File: src/rtl/gf_pkg.sv
// Shared constants and types for the serial GF(2^M) multiplier.
package gf_pkg;

  localparam int GF_M = 4;
  localparam logic [GF_M-1:0] GF_POLY = 4'b0011;
  localparam int GF_CNT_W = $clog2(GF_M);

  typedef enum logic [1:0] {
    IDLE = 2'd0,
    RUN  = 2'd1,
    DONE = 2'd2
  } gf_state_e;

endpackage

File: src/rtl/gf_xtime.sv
// Multiply-by-x in GF(2^M): shift left one place and reduce by x^M + POLY.
module gf_xtime
  import gf_pkg::*;
#(
  parameter int M = GF_M,
  parameter logic [M-1:0] POLY = GF_POLY
) (
  input  logic [M-1:0] din,
  output logic [M-1:0] dout
);

  assign dout = {din[M-2:0], 1'b0} ^ (POLY & {M{din[M-1]}});

endmodule

File: src/rtl/gf_serial_mult.sv
// Bit-serial GF(2^M) multiplier, one multiplier bit per cycle, MSB first.
// Optional multiply-accumulate into p when GF_MULT_ACC_EN is defined.
module gf_serial_mult
  import gf_pkg::*;
#(
  parameter int M = GF_M,
  parameter logic [M-1:0] POLY = GF_POLY
) (
  input  logic         clk,
  input  logic         rst_n,
  input  logic         start,
  input  logic [M-1:0] a,
  input  logic [M-1:0] b,
`ifdef GF_MULT_ACC_EN
  input  logic         acc_mode,
`endif
  output logic         busy,
  output logic         done,
  output logic [M-1:0] p
);

  localparam int CNT_W = $clog2(M);

  gf_state_e        state_r;
  gf_state_e        state_s;
  logic [M-1:0]     a_r;
  logic [M-1:0]     b_r;
  logic [M-1:0]     acc_r;
  logic [CNT_W-1:0] cnt_r;
  logic [M-1:0]     xt_s;
  logic [M-1:0]     acc_next_s;
  logic [M-1:0]     p_new_s;
`ifdef GF_MULT_ACC_EN
  logic             acc_mode_r;
`endif

  gf_xtime #(
    .M    (M),
    .POLY (POLY)
  ) u_xtime (
    .din  (acc_r),
    .dout (xt_s)
  );

  // Horner step: shift-and-reduce the accumulator, then add a if this b bit is set.
  assign acc_next_s = xt_s ^ (a_r & {M{b_r[cnt_r]}});

  // Value written to p on completion (plain product or multiply-accumulate).
  always_comb begin
    p_new_s = acc_next_s;
`ifdef GF_MULT_ACC_EN
    if (acc_mode_r) begin
      p_new_s = p ^ acc_next_s;
    end else begin
      p_new_s = acc_next_s;
    end
`endif
  end

  // Next-state logic.
  always_comb begin
    state_s = state_r;
    case (state_r)
      IDLE: begin
        if (start) begin
          state_s = RUN;
        end else begin
          state_s = IDLE;
        end
      end
      RUN: begin
        if (cnt_r == {CNT_W{1'b0}}) begin
          state_s = DONE;
        end else begin
          state_s = RUN;
        end
      end
      DONE:    state_s = IDLE;
      default: state_s = IDLE;
    endcase
  end

  // State, datapath and registered status outputs.
  always_ff @(posedge clk) begin
    if (!rst_n) begin
      state_r    <= IDLE;
      busy       <= 1'b0;
      done       <= 1'b0;
      p          <= {M{1'b0}};
      a_r        <= {M{1'b0}};
      b_r        <= {M{1'b0}};
      acc_r      <= {M{1'b0}};
      cnt_r      <= {CNT_W{1'b0}};
`ifdef GF_MULT_ACC_EN
      acc_mode_r <= 1'b0;
`endif
    end else begin
      state_r <= state_s;
      busy    <= (state_s != IDLE);
      done    <= (state_s == DONE);
      case (state_r)
        IDLE: begin
          if (start) begin
            a_r        <= a;
            b_r        <= b;
            acc_r      <= {M{1'b0}};
            cnt_r      <= CNT_W'(M - 1);
`ifdef GF_MULT_ACC_EN
            acc_mode_r <= acc_mode;
`endif
          end
        end
        RUN: begin
          acc_r <= acc_next_s;
          if (cnt_r == {CNT_W{1'b0}}) begin
            p <= p_new_s;
          end else begin
            cnt_r <= cnt_r - CNT_W'(1);
          end
        end
        default: ;
      endcase
    end
  end

endmodule

File: config.mk
export PLATFORM = sky130hd
export DESIGN_NAME = gf_serial_mult
export DESIGN_NICKNAME = d
export VERILOG_FILES = /design/src/rtl/gf_pkg.sv /design/src/rtl/gf_xtime.sv /design/src/rtl/gf_serial_mult.sv
export SDC_FILE = /design/constraint.sdc
export NUM_CORES = 1
export LEC_CHECK = 0
export CAP_MARGIN = 10
export CORE_MARGIN = 2
export CORE_UTILIZATION = 35
export CTS_BUF_LIST = sky130_fd_sc_hd__clkbuf_4 sky130_fd_sc_hd__clkbuf_8 sky130_fd_sc_hd__clkbuf_16
export CTS_CLUSTER_SIZE = 8
export DETAILED_ROUTE_END_ITERATION = 6
export PLACE_DENSITY_LB_ADDON = 0.1
export SLEW_MARGIN = 25
export SYNTH_ARGS = -nofsm -noshare
export SYNTH_HDL_FRONTEND = slang
export SYNTH_HIERARCHICAL = 1
export SYNTH_SLANG_ARGS = --single-unit
File: constraint.sdc
create_clock -name clk -period 4.3 [get_ports clk]
set_input_delay 0.43 -clock clk [delete_from_list [all_inputs] [get_ports clk]]
set_output_delay 0.43 -clock clk [all_outputs]
set_load 0.05 [all_outputs]
==> results.md <==
- Die area: 0.003453 mm²
- Setup TNS Final: 0 ps
- Max cap viols: 0
- FFs w/ async S/R, synth: 0
- Crit path DAT: approximately 1500 ps
- Site Rows: 19
- Yosys Warn Count: 6
- Hold buffers post-CTS: 0
- Final setup vio count: 0
- Static leakage: around 0.45 nW
- Critical path buffers and inverters: 1
- CTS buffer count: 3
- FF-to-FF Start: cnt_r[0]$_SDFFE_PN0P_
- Ratio of final minimum period to clock period: 0.4376
- Root Driver: clkbuf_4
- Psw: 0.1261 mW
- PD cells: between 300 and 400 mW/mm²
- Global Route Usage Sum: 0.1339
- Peak per-stage delay on the critical path: 800 ps
- Worst Clk Skew: roughly 0.80 ps
- Nets: about 130
- Via/cell ratio: between 5 and 6
- Area Overhead vs Synth: 16.57%
- Flop pwr share: 0.551
- Comb pwr share: 0.235
- Final hold viol count: 0
- Post-CTS Setup Repair Bufs: 0
- Synth area leader: dfxtp_1
- DRT Wirelength: roughly 2000 µm
- DRC: 0
- Crit path kind: reg2out
- Initial core utilization: 0.3742
- Iteration-0 DRC Markers: 28
- Net Count, Synth: between 100 and 150
- Pint: around 0.30 mW
- Clock power frac: 0.215
- Clock buffer depth: 2
- CTS H-tree depth: 1
- R2r setup slk: 2680 ps
- HP Class: reg2reg
- DR vias: roughly 820
- RR Endpoint: cnt_r[1]$_SDFFE_PN0P_
- Register area share after synthesis: 0.4195
- Top cell type's share of synthesized area: 0.4195
- CP max-delay cell: clkdlybuf4s50_1
- Crit-path max FO: 2
- Most frequent cell after synthesis: dfxtp_1
- Post-synth EDFFs: 0
- Crit. Startpoint: p[0]$_SDFFE_PN0P_
- Wire per inst: roughly 13 µm
- Crit path capture: p[0]
- Unique masters post-synth: 31
- Synth top cells by count: dfxtp_1 (22), mux2i_1 (8), nor2b_1 (8), inv_1 (7), a211oi_1 (6)
- Vias in the first global route: a little under 800
- Ys flop type: dfxtp_1
- CP delay by family, top: buffers and inverters
- Status: completed
- Worst-case vdd ir drop: between 0.15 and 0.2 mV
- Worst Tran Pin Value: roughly 560 ps
- DP HPWL: 1472 µm
- DIE WIDTH: approximately 59 µm
- Post-layout min period: roughly 1900 ps
- Slew Viols, Final: 0
- Clk slew on worst S/H paths: approximately 110 ps
- Setup repair after global routing missed its margin: no
- WP data required: approximately 3900 ps
- Syn avg cell area: 9.811 µm²
- TritonCTS clock tree: done
- Share of layout cells above drive strength 1: 0.1271
- RePlAce Congestion: about 0.70
- First-pass GRT wire length: 3484 µm
- Post-Syn Area: around 0.0010 mm²
- Relative slew slack: 0.6253
- Flops & latches, synth: 22
- F_max: 531.5 MHz
- Pre-Repair DR Iteration Count: 4
- Clock Latency Late Sink: roughly 300 ps
- Worst path depth: 1
- Worst Setup Start Kind: register
- Switching power share of the total: 0.2981
- GR Overflow Total: 0
- FF-to-FF path depth: 4
- Sink Count: 22
- Largest net degree at the start of global routing: 20
- I/O Buffers: 16
- Synth Instances: 107
- Antenna cells: 0
- Hold_ws: roughly 530 ps
- Synth area leaders: dfxtp_1 (42%), mux2i_1 (7.6%), nor2b_1 (4.8%), a211oi_1 (4.3%), and4_2 (3.8%)
- Antenna viol nets, final: 0
- Antenna violations before repair: 0
- Core area: approximately 0.0028 mm²
- Die Ht: roughly 59 µm
- CP cell instances: clkdlybuf4s50_1
- CP endpoint kind: output port
- PostCTS Resize Cnt: 0
- Top-Level Pins: 17
## placed cells by master, fill, tap and decap left out, drive strengths merged, types with 2 or more instances in the layout
master / synthesis / layout
inv: 7 / 7
o21ai: 5 / 5
nor3b: 2 / 2
nand4b: 4 / 4
nor3: 4 / 4
clkdlybuf4s50: 0 / 16
a211oi: 6 / 6
nand2: 4 / 4
and3b: 2 / 2
dfxtp: 22 / 22
nor2: 3 / 3
mux2i: 8 / 8
and4: 4 / 4
clkbuf: 1 / 3
o221ai: 4 / 4
and2: 6 / 6
nor2b: 8 / 8
## stage by stage
step | instance area, µm² | std cells | power [mW] | worst slack [ps] | utilization
after floorplan | 1050 | 107 | 0.3067 | 2785 | -
after global placement | 1201 | 146 | 0.3362 | 2311 | 0.4282
after detailed placement | 1201 | 146 | 0.3378 | 2287 | 0.4282
after CTS | 1224 | 149 | 0.4300 | 2392 | 0.4362
after global routing | 1224 | 149 | 0.4479 | 2359 | 0.4362
final | 1224 | 149 | 0.4229 | 2418 | 0.4362
## cell families (layout without fill, tap and decap cells)
| logic type | count (synthesis) | in the layout | share of synthesized area |
|---|---|---|---|
| fa+ha+maj | 1 | 1 | 0.01192 |
| xor+xnor | 1 | 1 | 0.008345 |
| buf+inv | 16 | 27 | 0.07748 |
| simple gates | 40 | 40 | 0.2598 |
| compound gates | 18 | 18 | 0.1251 |
| flops | 22 | 22 | 0.4195 |
| mux | 9 | 9 | 0.09774 |
## flip-flops by register name (all words and copies together), names as in the netlist
name and count:
done 1, busy 1, b_r 4, state_r 2, acc_r 4, cnt_r 2, a_r 4, p 4
## per-layer routing
layer / vias up / GRT usage / part of all wire
met5: - / 0 / 0
met1: 382 / 0.1746 / 0.49
met2: 22 / 0.2095 / 0.44
met4: 0 / 0.06818 / 0.022
li1: 408 / - / -
met3: 5 / 0.02637 / 0.041
## cell type report
| cell class | count | area [µm²] |
|---|---|---|
| inverter | 7 | 26.28 |
| timing repair buffer | 17 | 167.7 |
| tap | 31 | 38.79 |
| sequential | 22 | 440.4 |
| multi-input combinational | 69 | 528.0 |
| fill | 287 | 1582 |
| clock buffer | 3 | 22.52 |
## power groups by stage
stage	clock network [mW]	logic [mW]	registers, mW
3_5_place_dp	0	0.100	0.238
5_1_grt	0.103	0.109	0.236
2_1_floorplan	0	0.0557	0.251
3_3_place_gp	0	0.0990	0.237
4_1_cts	0.0968	0.100	0.233
6_report	0.0909	0.0992	0.233
## worst min path at each step
| stage | from | end | slack, ps | cells after the start |
|---|---|---|---|---|
| final | b_r[0]$_SDFFE_PN0P_ | b_r[0]$_SDFFE_PN0P_ | 530 | 2 |
| after global placement | b_r[0]$_SDFFE_PN0P_ | b_r[0]$_SDFFE_PN0P_ | 500 | 2 |
| after floorplan | b_r[2]$_SDFFE_PN0P_ | b_r[2]$_SDFFE_PN0P_ | 480 | 2 |
| after CTS | b_r[2]$_SDFFE_PN0P_ | b_r[2]$_SDFFE_PN0P_ | 540 | 2 |
| after detailed placement | b_r[2]$_SDFFE_PN0P_ | b_r[2]$_SDFFE_PN0P_ | 520 | 2 |
| after global routing | b_r[2]$_SDFFE_PN0P_ | b_r[2]$_SDFFE_PN0P_ | 560 | 2 |
(Power assumes the default switching activity.)
